File: config.mk
export PLATFORM = sky130hd
export DESIGN_NAME = ula_operand_loader_flat
export DESIGN_NICKNAME = d
export VERILOG_FILES = /design/src/rtl/ula_operand_loader_pkg.sv /design/src/rtl/ula_operand_loader_if.sv /design/src/rtl/ula_operand_loader_btn_debounce.sv /design/src/rtl/ula_operand_loader.sv /design/src/flat_wrapper.sv
export SDC_FILE = /design/constraint.sdc
export NUM_CORES = 1
export LEC_CHECK = 0
export CELL_PAD_IN_SITES_DETAIL_PLACEMENT = 0
export CELL_PAD_IN_SITES_GLOBAL_PLACEMENT = 1
export CORE_ASPECT_RATIO = 0.75
export CORE_MARGIN = 1
export CORE_UTILIZATION = 44
export DETAILED_ROUTE_END_ITERATION = 16
export PLACE_DENSITY_LB_ADDON = 0.25
export SYNTH_ARGS = -nofsm -noshare
export SYNTH_HDL_FRONTEND = slang
export SYNTH_SLANG_ARGS = --single-unit
File: constraint.sdc
create_clock -name clk -period 4.5 [get_ports clk]
set_input_delay 0.9 -clock clk [delete_from_list [all_inputs] [get_ports clk]]
set_output_delay 0.9 -clock clk [all_outputs]
set_load 0.1 [all_outputs]
File: src/rtl/ula_operand_loader_pkg.sv
// ula_operand_loader_pkg
//   Shared definitions for the ALU operand loader slice.
//   - state_t   : sequencer states (GET_A, GET_B, GET_OP, EXEC, SHOW)
//   - ULA_OP_W  : operand/opcode width seen by the ALU
//   - ULA_RES_W : ALU result width
//   - OP_*      : ALU opcode constants (ADD..XOR)
//   - step_for  : one-hot step LED pattern for a given state
package ula_operand_loader_pkg;

  localparam int ULA_OP_W  = 3;
  localparam int ULA_RES_W = 6;

  typedef enum logic [2:0] {
    ST_GET_A  = 3'd0,
    ST_GET_B  = 3'd1,
    ST_GET_OP = 3'd2,
    ST_EXEC   = 3'd3,
    ST_SHOW   = 3'd4
  } state_t;

  localparam logic [ULA_OP_W-1:0] OP_ADD = 3'd0;
  localparam logic [ULA_OP_W-1:0] OP_SUB = 3'd1;
  localparam logic [ULA_OP_W-1:0] OP_MUL = 3'd2;
  localparam logic [ULA_OP_W-1:0] OP_DIV = 3'd3;
  localparam logic [ULA_OP_W-1:0] OP_AND = 3'd4;
  localparam logic [ULA_OP_W-1:0] OP_OR  = 3'd5;
  localparam logic [ULA_OP_W-1:0] OP_XOR = 3'd6;

  // Step LEDs light only while the operator is expected to enter something.
  function automatic logic [2:0] step_for(state_t s);
    case (s)
      ST_GET_A:  return 3'b001;
      ST_GET_B:  return 3'b010;
      ST_GET_OP: return 3'b100;
      default:   return 3'b000;
    endcase
  endfunction

endpackage

File: src/rtl/ula_operand_loader_if.sv
// ula_operand_loader_if
//   Bundles the board-side and ALU-side signals of the operand loader.
//   slave  : the loader's view (takes switches, buttons, ALU result; drives operands, latches, LEDs)
//   master : the board/ALU view (the opposite directions)
//   sw, btn_enter, btn_clear      : raw board inputs
//   result_in, zero_in, neg_in, ovf_in : combinational ALU outputs
//   a, b, op                      : registered ALU operands/opcode
//   result_q, zero_q, neg_q, ovf_q: latched result and flags for display
//   done                          : one-cycle pulse when the latches update
//   step                          : one-hot step LEDs
interface ula_operand_loader_if;
  import ula_operand_loader_pkg::*;

  logic [ULA_OP_W-1:0]  sw;
  logic                 btn_enter;
  logic                 btn_clear;
  logic [ULA_RES_W-1:0] result_in;
  logic                 zero_in;
  logic                 neg_in;
  logic                 ovf_in;
  logic [ULA_OP_W-1:0]  a;
  logic [ULA_OP_W-1:0]  b;
  logic [ULA_OP_W-1:0]  op;
  logic [ULA_RES_W-1:0] result_q;
  logic                 zero_q;
  logic                 neg_q;
  logic                 ovf_q;
  logic                 done;
  logic [2:0]           step;

  modport master (
    output sw, btn_enter, btn_clear, result_in, zero_in, neg_in, ovf_in,
    input  a, b, op, result_q, zero_q, neg_q, ovf_q, done, step
  );

  modport slave (
    input  sw, btn_enter, btn_clear, result_in, zero_in, neg_in, ovf_in,
    output a, b, op, result_q, zero_q, neg_q, ovf_q, done, step
  );

endinterface

File: src/rtl/ula_operand_loader_btn_debounce.sv
// btn_debounce
//   Turns a raw asynchronous push button into a single-cycle press pulse:
//   2-flop synchronizer -> debounce -> rising-edge detect.
//   clk   : system clock
//   rst   : synchronous active-high reset
//   btn   : raw button level, active-high
//   press : one-cycle pulse when a new high level is accepted
module btn_debounce #(
  parameter int DEBOUNCE_CYCLES = 50000,
  parameter int CNT_W           = 16
) (
  input  logic clk,
  input  logic rst,
  input  logic btn,
  output logic press
);

  localparam logic [CNT_W-1:0] LAST_CNT = CNT_W'(DEBOUNCE_CYCLES - 1);

  logic [1:0]       sync_q;
  logic             level;
  logic [CNT_W-1:0] cnt;

  // The counter tracks how many consecutive cycles the synchronized input has
  // disagreed with the accepted level; any agreement restarts it. The press
  // pulse is raised in the same step that accepts a new high level, so a held
  // button produces exactly one pulse.
  always_ff @(posedge clk) begin
    if (rst) begin
      sync_q <= '0;
      level  <= 1'b0;
      cnt    <= '0;
      press  <= 1'b0;
    end else begin
      sync_q <= {sync_q[0], btn};
      press  <= 1'b0;
      if (sync_q[1] == level) begin
        cnt <= '0;
      end else if (cnt == LAST_CNT) begin
        level <= sync_q[1];
        cnt   <= '0;
        press <= sync_q[1];
      end else begin
        cnt <= cnt + 1'b1;
      end
    end
  end

endmodule

File: src/rtl/ula_operand_loader.sv
// ula_operand_loader
//   Sequences operand entry for the combinational 3-bit ALU: A, then B, then
//   OP from the switches (each confirmed with ENTER), then latches the ALU
//   result and flags one cycle later and holds them for display.
//   clk : single clock, rising edge
//   rst : synchronous active-high reset
//   bus : ula_operand_loader_if.slave (switches, buttons, ALU I/O, LEDs)
module ula_operand_loader
  import ula_operand_loader_pkg::*;
#(
  parameter int DEBOUNCE_CYCLES = 50000,
  parameter int CNT_W           = 16
) (
  input logic                 clk,
  input logic                 rst,
  ula_operand_loader_if.slave bus
);

  logic enter_press;
  logic clear_press;

  btn_debounce #(.DEBOUNCE_CYCLES(DEBOUNCE_CYCLES), .CNT_W(CNT_W)) u_enter (
    .clk   (clk),
    .rst   (rst),
    .btn   (bus.btn_enter),
    .press (enter_press)
  );

  btn_debounce #(.DEBOUNCE_CYCLES(DEBOUNCE_CYCLES), .CNT_W(CNT_W)) u_clear (
    .clk   (clk),
    .rst   (rst),
    .btn   (bus.btn_clear),
    .press (clear_press)
  );

  state_t               state;
  logic [ULA_OP_W-1:0]  a_q;
  logic [ULA_OP_W-1:0]  b_q;
  logic [ULA_OP_W-1:0]  op_q;
  logic [ULA_RES_W-1:0] result_q;
  logic                 zero_q;
  logic                 neg_q;
  logic                 ovf_q;
  logic                 done_q;
  logic [2:0]           step_q;

  // Single sequencer with registered outputs. CLEAR is checked before the
  // state case so it beats a simultaneous ENTER. EXEC ignores ENTER and moves
  // on by itself, giving the ALU one full cycle with stable operands before
  // its outputs are latched.
  always_ff @(posedge clk) begin
    if (rst) begin
      state    <= ST_GET_A;
      a_q      <= '0;
      b_q      <= '0;
      op_q     <= '0;
      result_q <= '0;
      zero_q   <= 1'b0;
      neg_q    <= 1'b0;
      ovf_q    <= 1'b0;
      done_q   <= 1'b0;
      step_q   <= step_for(ST_GET_A);
    end else begin
      done_q <= 1'b0;
      if (clear_press) begin
        state    <= ST_GET_A;
        a_q      <= '0;
        b_q      <= '0;
        op_q     <= '0;
        result_q <= '0;
        zero_q   <= 1'b0;
        neg_q    <= 1'b0;
        ovf_q    <= 1'b0;
        step_q   <= step_for(ST_GET_A);
      end else begin
        case (state)
          ST_GET_A: begin
            if (enter_press) begin
              a_q    <= bus.sw;
              state  <= ST_GET_B;
              step_q <= step_for(ST_GET_B);
            end
          end
          ST_GET_B: begin
            if (enter_press) begin
              b_q    <= bus.sw;
              state  <= ST_GET_OP;
              step_q <= step_for(ST_GET_OP);
            end
          end
          ST_GET_OP: begin
            if (enter_press) begin
              op_q   <= bus.sw;
              state  <= ST_EXEC;
              step_q <= step_for(ST_EXEC);
            end
          end
          ST_EXEC: begin
            result_q <= bus.result_in;
            zero_q   <= bus.zero_in;
            neg_q    <= bus.neg_in;
            ovf_q    <= bus.ovf_in;
            done_q   <= 1'b1;
            state    <= ST_SHOW;
            step_q   <= step_for(ST_SHOW);
          end
          ST_SHOW: begin
            // A new A starts the next operation; the shown result stays put.
            if (enter_press) begin
              a_q    <= bus.sw;
              state  <= ST_GET_B;
              step_q <= step_for(ST_GET_B);
            end
          end
          default: begin
            state  <= ST_GET_A;
            step_q <= step_for(ST_GET_A);
          end
        endcase
      end
    end
  end

  assign bus.a        = a_q;
  assign bus.b        = b_q;
  assign bus.op       = op_q;
  assign bus.result_q = result_q;
  assign bus.zero_q   = zero_q;
  assign bus.neg_q    = neg_q;
  assign bus.ovf_q    = ovf_q;
  assign bus.done     = done_q;
  assign bus.step     = step_q;

endmodule

File: src/flat_wrapper.sv
// flat-port wrapper written by rule: the top's interface ports become plain ports
module ula_operand_loader_flat import ula_operand_loader_pkg::*;
#(
  parameter int DEBOUNCE_CYCLES = 50000,
  parameter int CNT_W           = 16
)
  (clk, rst, bus_sw, bus_btn_enter, bus_btn_clear, bus_result_in, bus_zero_in, bus_neg_in, bus_ovf_in, bus_a, bus_b, bus_op, bus_result_q, bus_zero_q, bus_neg_q, bus_ovf_q, bus_done, bus_step);
  ula_operand_loader_if bus_i ();
  input logic clk;
  input logic rst;
  input wire logic [$bits(bus_i.sw)-1:0] bus_sw;
  input wire logic [$bits(bus_i.btn_enter)-1:0] bus_btn_enter;
  input wire logic [$bits(bus_i.btn_clear)-1:0] bus_btn_clear;
  input wire logic [$bits(bus_i.result_in)-1:0] bus_result_in;
  input wire logic [$bits(bus_i.zero_in)-1:0] bus_zero_in;
  input wire logic [$bits(bus_i.neg_in)-1:0] bus_neg_in;
  input wire logic [$bits(bus_i.ovf_in)-1:0] bus_ovf_in;
  output wire logic [$bits(bus_i.a)-1:0] bus_a;
  output wire logic [$bits(bus_i.b)-1:0] bus_b;
  output wire logic [$bits(bus_i.op)-1:0] bus_op;
  output wire logic [$bits(bus_i.result_q)-1:0] bus_result_q;
  output wire logic [$bits(bus_i.zero_q)-1:0] bus_zero_q;
  output wire logic [$bits(bus_i.neg_q)-1:0] bus_neg_q;
  output wire logic [$bits(bus_i.ovf_q)-1:0] bus_ovf_q;
  output wire logic [$bits(bus_i.done)-1:0] bus_done;
  output wire logic [$bits(bus_i.step)-1:0] bus_step;
  assign bus_i.sw = bus_sw;
  assign bus_i.btn_enter = bus_btn_enter;
  assign bus_i.btn_clear = bus_btn_clear;
  assign bus_i.result_in = bus_result_in;
  assign bus_i.zero_in = bus_zero_in;
  assign bus_i.neg_in = bus_neg_in;
  assign bus_i.ovf_in = bus_ovf_in;
  assign bus_a = bus_i.a;
  assign bus_b = bus_i.b;
  assign bus_op = bus_i.op;
  assign bus_result_q = bus_i.result_q;
  assign bus_zero_q = bus_i.zero_q;
  assign bus_neg_q = bus_i.neg_q;
  assign bus_ovf_q = bus_i.ovf_q;
  assign bus_done = bus_i.done;
  assign bus_step = bus_i.step;
  ula_operand_loader #(.DEBOUNCE_CYCLES(DEBOUNCE_CYCLES), .CNT_W(CNT_W)) u_core (.clk(clk), .rst(rst), .bus(bus_i));
endmodule
==> results.txt <==
status: finished, final reports clean
hold worst-path end: u_core.u_enter.sync_q[1]
Synth Net Count: 299
PostCTS Resize Cnt: 0
sequential-to-total area share from yosys stat: 49.9%
Least-Margin Pin Slew: 0.971 ns
Setup-failing EPs final: 0
Final period util: 60.3%
Clock Latency Late Sink: 0.33 ns
# diodes: 0
peak supply drop: 0.182 mV
synthesized area per cell: 9.28 um2
DR WL/cell: 11.8 um
Critical Path AT: 1.81 ns
crit start category: flop
Reg clk slew, reported paths: 0.07 ns
number of synthesized flops with an enable pin: 0
Post-Syn Area: 0.00261 mm2
via density per instance: 4.94
total power: 1080 uW
Final Hold Fails: 0
TritonCTS clock tree: built
layout cells sized above 1: 6.17%
drt drc: 0
delay of the slowest critical-path stage: 1.14 ns
area delta synth->final: 23.4%
cts bufs inserted: 9
fraction of registers with async set or reset after synthesis: 0%
Pre-antenna DRT Iters: 4
I/O Buffers: 37
Iter 0 DRT Violations: 83
overall die height: 68.7 um
Synth top area share: 49.9%
Final HPWL DP: 3.13 mm
Mapped Cells: 281
die area: 0.00624 mm2
Final ANT Viol Nets: 0
Top delay family on crit path: buffers and inverters
post-place instance area: 0.00303 mm2
final WL: 4.73 mm
root buf cell: clkbuf_8
Sink Count: 65
first-pass GRT wire length: 7.78 mm
minimum clock period: 2.71 ns
CP required: 3.60 ns
vias in the first global route: 1636
Yosys reg bits: 65
final hold slack: 0.448 ns
PD cells: 336 mW/mm2
Slowest-stage cell, CP: clkdlybuf4s50_1
setup_tns: 0 ns
largest net degree at the start of global routing: 26
Worst Setup End Kind: output port
Post-synth top cells: 65 x dfxtp_1, 52 x nor2_1, 19 x nand2_1, 19 x xnor2_1, 14 x mux2i_1
total global routing overflow: 0
worst r2r path cells: 5
initial antenna violation count: 0
max_cap viols: 0
worst min path class: reg2reg
cts hold-fix bufs: 0
type of the worst setup path: reg2out
Tot GR Track Use: 16.2%
row count: 23
Max Clock Freq: 369 MHz
cells taking the most area after synthesis: dfxtp_1 50%, nor2_1 7.5%, xnor2_1 6.4%, mux2i_1 5.4%, xor2_1 3.0%
Hold Path Cell Cnt: 1
CP max FO: 2
gp weighted congestion: 0.747
# IOs: 38
starting density of the core: 47.2%
WP buf/inv: 1
number of synthesis warnings: 0
worst min-delay path startpoint: u_core.u_enter.sync_q[0]
CTS Buffer Depth: 2
top-count cell post-synth: dfxtp_1
final net count: 337
Horiz. Die Dim: 90.9 um
CP cell instances: clkdlybuf4s50_1
post-synth top area cell: dfxtp_1
Synth Flop Type: dfxtp_1
post-CTS setup buffer count: 0
Worst R2R End: u_core.u_enter.cnt[14]
fin. max-slew vios: 0
Leak Pwr: 0.00112 uW
fin area: 0.00322 mm2
post-synthesis cell type count: 37
H-tree levels: 3
Post-Route Skew: 0.00984 ns
reg-to-reg startpoint: u_core.u_enter.cnt[0]
Worst slew margin: 35.0%
unrepaired setup endpoints after global routing: false
DR vias: 1971
Core Box Area: 0.00553 mm2
reg2reg setup slack: 2.58 ns
## layout make-up
cell class,instances,area [um2]
clock buffer,11,131
clock inverter,5,56.3
fill,497,2310
inverter,5,18.8
multi-input combinational,201,1250
sequential,65,1300
tap,75,93.8
timing repair buffer,37,370
## registers in the layout, summed over array words and instances (netlist names), 3 cells and up
signal	count
u_core.bus.result_q	6
u_core.bus.b	3
u_core.u_enter.cnt	16
u_core.u_clear.cnt	16
u_core.state	3
u_core.bus.a	3
u_core.bus.op	3
u_core.bus.step	3
## power breakdown
| group | switching [uW] | leakage (uW) | total (uW) | internal [uW] |
|---|---|---|---|---|
| clock network | 212 | 0.0000933 | 468 | 255 |
| registers | 1.69 | 0.000524 | 580 | 578 |
| logic | 17.2 | 0.000506 | 33.9 | 16.7 |
## worst max-delay path by stage
stage / depth (start not counted) / start / to / slack, ns
floorplan: 0 / u_core.bus.step[2] / bus_step[2] / 2.67
global placement: 3 / rst / u_core.bus.step[0] / 2.06
detailed placement: 3 / rst / u_core.bus.step[0] / 2.08
CTS: 1 / u_core.bus.result_q[2] / bus_result_q[2] / 1.76
global route: 1 / u_core.bus.step[2] / bus_step[2] / 1.73
finish: 1 / u_core.bus.result_q[2] / bus_result_q[2] / 1.79
## kinds of logic after synthesis
| kind of cell | after synthesis | share of synthesized area (%) |
|---|---|---|
| simple gates | 130 | 26.2 |
| mux | 14 | 5.37 |
| xor+xnor | 28 | 9.40 |
| flops | 65 | 49.9 |
| fa+ha+maj | 3 | 1.34 |
| buf+inv | 15 | 2.35 |
| compound gates | 26 | 5.47 |
## stage by stage
stage	std cells	utilization, %	setup slack (ns)
5_1_grt	399	58.2	1.73
2_1_floorplan	281	-	2.67
4_1_cts	399	58.2	1.76
3_3_place_gp	383	54.8	2.06
6_report	399	58.2	1.79
3_5_place_dp	383	54.8	2.08
## cells in the final DEF, fill, tap and decap left out, drive strengths merged, types with 2 or more instances in the layout
cell type,netlist,routed
a21oi,12,12
clkinv,0,3
and4,3,3
xor2,9,9
nor4bb,3,3
o21ai,9,9
nor4b,4,4
or4,2,2
nand4,7,7
nor3,7,7
nand3,10,10
nor4,4,4
clkbuf,6,11
nor2,52,52
nor2b,4,4
clkdlybuf4s50,0,37
nor3b,2,2
inv,5,5
dfxtp,65,65
or4b,2,2
o31ai,2,2
mux2i,14,14
xnor2,19,19
and3,4,4
or2,2,2
ha,2,2
nand2,19,19
## per-layer routing
| layer | part of all wire (%) | global-route usage (%) | vias up |
|---|---|---|---|
| li1 | - | - | 1041 |
| met1 | 54 | 22.2 | 895 |
| met2 | 41 | 22.7 | 30 |
| met3 | 3.8 | 6.91 | 5 |
| met4 | 0.63 | 5.36 | 0 |
| met5 | 0 | 0 | - |
No activity file was read; power rests on OpenSTA's default activity.
==> RTL edit 1 (same settings) <==
Encoding of `state_t`: now Gray code (3 bits for 5 states).
--- a/src/rtl/ula_operand_loader_pkg.sv
+++ b/src/rtl/ula_operand_loader_pkg.sv
@@ -11,11 +11,11 @@
   localparam int ULA_RES_W = 6;
 
   typedef enum logic [2:0] {
-    ST_GET_A  = 3'd0,
-    ST_GET_B  = 3'd1,
-    ST_GET_OP = 3'd2,
-    ST_EXEC   = 3'd3,
-    ST_SHOW   = 3'd4
+    ST_GET_A  = 3'b000,
+    ST_GET_B  = 3'b001,
+    ST_GET_OP = 3'b011,
+    ST_EXEC   = 3'b010,
+    ST_SHOW   = 3'b110
   } state_t;
 
   localparam logic [ULA_OP_W-1:0] OP_ADD = 3'd0;
Formal check against the unedited RTL: no difference found for any inputs over 10 cycles, from zero or initial values and one cycle with rst high; not proved beyond that.
==> RTL edit 1 against the original RTL <==
  * Total power up 7.4%
  * Maximum frequency is 1.4% lower
  * Final cell count increased by 3.0%
  * Register-to-register slack barely moved
  * Highest routed layer unchanged
  * Setup slack got worse by 39 ps
  * Critical path depth unchanged
  * Synthesized cell count up 4.3%
  * Critical endpoint is now bus_a[1]
  * Routed wire length rose by 8.6%
  * Design area is 1.0% higher
  * Hold slack got worse by 11 ps
  * Sequential cell count is the same
  * Synthesized area fell by 0.14%
==> RTL edit 1: results (changes against the original RTL) <==
ant diodes 0 (unchanged); slowest CP cell clkdlybuf4s50_1; Worst EP arrival 1850 ps (+40 ps); clock latency on the worst-skew pair 350 ps (+20 ps); sequential cell area share 40.0% (-0.42 points); pre-CTS worst setup slack 2020 ps (-60.8 ps); Seq/Total Area, Yosys 50.0% (+0.072 points); non-clk buf share 11.4% (-0.12 points); Cells after DPL 395 (+3.1%); worst reg-to-reg setup slack 2590 ps (about the same); maximum vdd ir drop 180 µV (-1.2%); first-pass GRT wire length 8500 µm (+9.3%); DP Area 0.00302 mm² (-0.21%); clock sinks 65 (unchanged); Clock buf/inv share 7.00% (+1.2 points); vias in the first global route 1,779 (+8.7%); CP endpoint bus_a[1]; Synth Area in Adders 0.961% (-0.38 points); Yosys cell types 32 (-14%); Port Buffers 37 (unchanged); outcome complete, no violations; area taken by multi-input logic gates 0.00123 mm² (-1.4%); GRT Residual Overflow 0 (unchanged); worst r2r dst u_core.u_clear.cnt[9]$_SDFF_PP0_; worst hold path class reg -> reg; routed wire length 5130 µm (+8.6%); CP startpoint u_core.bus.a[1]$_SDFFE_PP0P_; gpl congestion 0.758 (+1.4%); Layout Nets 349 (+3.6%); Worst slew margin 33.4% (-1.7 points); fin area 0.00325 mm² (+1.0%); CTS buffer count 9 (unchanged); #MultiIn Comb 210 (+4.5%); initial DRC count 94 (+13%); share of cells above drive strength 1 5.95% (-0.22 points); largest net degree at the start of global routing 26 (unchanged); vias per cell 4.95 (+0.18%); syn nets 311 (+4.0%); Slew Viols, Final 0 (unchanged); Regs by FF count u_core.u_clear.cnt: 16 flops, u_core.u_enter.cnt: 16 flops, u_core.bus.result_q: 6 flops; clk_buf instances 10 (-1); Layout fillers 519 (+4.4%); via count 2,034 (+3.2%); Non-clk bufs 37 (unchanged); Area contributors post-synth dfxtp_1 50%, xnor2_1 8.7%, nor2_1 7.2%; Post-DP HPWL 3430 µm (+9.7%); post-synthesis share of cell area spent on xor and xnor gates 10.4% (+1.0 points); commonest cells in the netlist 65 x dfxtp_1, 50 x nor2_1, 30 x nand2_1; Non-clk invs 8 (+3); Avg Cell Area, Syn 8.89 µm² (-4.2%); CP peak stage delay 1160 ps (+20 ps); Pleak 1.07 nW (-5.0%); initial antenna violation count 0 (unchanged); Crit Reg-Reg Startpoint u_core.u_clear.cnt[0]$_SDFF_PP0_; Synth Area in Compound Gates 5.57% (+0.10 points); multiplexer share of the synthesized area 3.07% (-2.3 points); Layout area overhead 24.8%; Global Route Usage Sum 18.1% (+1.9 points); Worst Skew 11.1 ps (+1.30 ps)
-- RTL edit 1: changes by cell type after synthesis, sizes merged, moves of 4 or more --
cell   delta
xnor2     +7
nor2b     +4
mux2i     -6
nor4      +4
nand2    +12
xor2      -4
-- RTL edit 1: cells by family (layout without fill, tap and decap cells) --
group           Yosys count  in the layout
buf+inv                  18             61
xor+xnor                 31             31
flops                    65             65
mux                       8              8
fa+ha+maj                 2              2
compound gates           27             27
simple gates            142            142
-- RTL edit 1: layer usage --
layer / track usage, % / share of wire [%] / wire length (µm)
met1: 24.4 / 51 / 2630
met2: 25.1 / 40 / 2040
met3: 6.80 / 6.7 / 346
met4: 10.1 / 2.2 / 114
met5: 0 / 0 / 0
-- RTL edit 1: worst min path at each step --
stage                                   startpoint                                  end  slack, ps  cells after the start
6_report       u_core.u_clear.sync_q[0]$_SDFF_PP0_  u_core.u_clear.sync_q[1]$_SDFF_PP0_        440                      1
5_1_grt        u_core.u_clear.sync_q[0]$_SDFF_PP0_  u_core.u_clear.sync_q[1]$_SDFF_PP0_        450                      1
3_5_place_dp   u_core.u_enter.sync_q[0]$_SDFF_PP0_  u_core.u_enter.sync_q[1]$_SDFF_PP0_        420                      1
3_3_place_gp   u_core.u_clear.sync_q[0]$_SDFF_PP0_  u_core.u_clear.sync_q[1]$_SDFF_PP0_        420                      1
4_1_cts        u_core.u_enter.sync_q[0]$_SDFF_PP0_  u_core.u_enter.sync_q[1]$_SDFF_PP0_        440                      1
2_1_floorplan  u_core.u_clear.sync_q[0]$_SDFF_PP0_  u_core.u_clear.sync_q[1]$_SDFF_PP0_        410                      1
-- RTL edit 1: report_power, final --
group          internal (mW)  switching (mW)  total [mW]
sequential             0.577         0.00133       0.578
combinational         0.0142          0.0111      0.0253
clock                  0.329           0.229       0.557
==> RTL edit 2 (same flow settings) <==
Without the edit above. Set the package constant `ULA_RES_W` to 3 (it was 6).
--- a/src/rtl/ula_operand_loader_pkg.sv
+++ b/src/rtl/ula_operand_loader_pkg.sv
@@ -8,7 +8,7 @@
 package ula_operand_loader_pkg;
 
   localparam int ULA_OP_W  = 3;
-  localparam int ULA_RES_W = 6;
+  localparam int ULA_RES_W = 3;
 
   typedef enum logic [2:0] {
     ST_GET_A  = 3'd0,
Ports: changed (resized bus_result_in and bus_result_q); port bits go from 38 to 32. The function was not compared with the original's and may differ.
==> RTL edit 2 against the original RTL <==
  * Hold slack got worse by 5.6 ps
  * Synthesized area fell by 1.3%
  * Sequential cell count decreased by 3
  * Clock skew is 5.8 ps lower
  * Critical path depth unchanged
  * Design area shrank 3.0%
  * Count of clock-buffer cells in the layout increased by 1
  * Synthesized cell count is 0.71% higher
  * Routed wire length grew 0.57%
  * Setup slack got worse by 9.7 ps
  * Total power shrank 1.4%
  * Utilization shrank 1.4 points
  * Critical path type unchanged
  * Largest cell class is now multi-input gates
  * Largest power group unchanged
  * Highest routed layer unchanged
==> RTL edit 2: results (changes against the original RTL) <==
outcome complete, no violations; Pleak 1.04 nW (-7.2%); Area contributors post-synth dfxtp_1 48%, nor2_1 7.7%, xnor2_1 7.5%; M2 GR Usage 23.4% (+0.65 points); vias per cell 5.09 (+3.1%); Regs by FF count u_core.u_clear.cnt: 16 flops, u_core.u_enter.cnt: 16 flops; clk_buf instances 12 (+1); maximum vdd ir drop 246 µV (+35%); Worst Skew 4.06 ps (-5.78 ps); Crit Reg-Reg Startpoint u_core.u_enter.cnt[4]$_SDFF_PP0_; syn nets 298 (-0.33%); worst r2r dst u_core.u_enter.cnt[4]$_SDFF_PP0_; pre-CTS worst setup slack 1610 ps (-467 ps); CP startpoint u_core.bus.step[2]$_SDFFE_PP0P_; Yosys cell types 41 (+11%); TritonRoute pass-1 iters 6 (+2); largest net degree at the start of global routing 23 (-12%); Port Buffers 31 (-16%); worst reg-to-reg setup slack 2710 ps (+130 ps); Layout fillers 539 (+8.5%); DRT met1 WL 2610 µm (+2.3%); vias in the first global route 1,781 (+8.9%); first-pass GRT wire length 8400 µm (+8.0%); GR Layer Usage met3 6.33% (-0.57 points); Non-clk bufs 31 (-16%); clock sinks 62 (-4.6%); Clock buf/inv share 6.37% (+0.54 points); Synth top area share 48.2% (-1.7 points); Worst slew margin 21.3% (-14 points); GRT Max-Usage Layer met1; Reg area 0.00124 mm² (-4.6%); share of cells above drive strength 1 7.21% (+1.0 points); non-clk buf share 9.94% (-1.6 points); Max Clk Rate 367 MHz (-0.36%); CP endpoint bus_step[2]
-- RTL edit 2: changes by cell type in the layout (fill, tap and decap cells not counted), moves of 3 or more --
cell             unedited run  this run
clkdlybuf4s50_1            37        31
nand2_1                    19        14
mux2i_1                    14        10
dfxtp_1                    65        62
inv_1                       5         8
nand4_1                     6         9
nor4_1                      4         7
xnor2_1                    19        22
-- RTL edit 2: power by group --
group	total (mW)	internal [mW]	switching, mW
clock	0.481	0.283	0.198
combinational	0.0314	0.0145	0.0169
sequential	0.554	0.552	0.00190
-- RTL edit 2: stage by stage --
step           area, µm²  hold slack (ps)  total power, mW  cells
4_1_cts             3120              452             1.08    394
3_5_place_dp        2920              436            0.597    379
6_report            3120              443             1.07    394
3_3_place_gp        2920              420            0.597    379
2_1_floorplan       2570              414            0.583    283
5_1_grt             3120              479             1.11    394
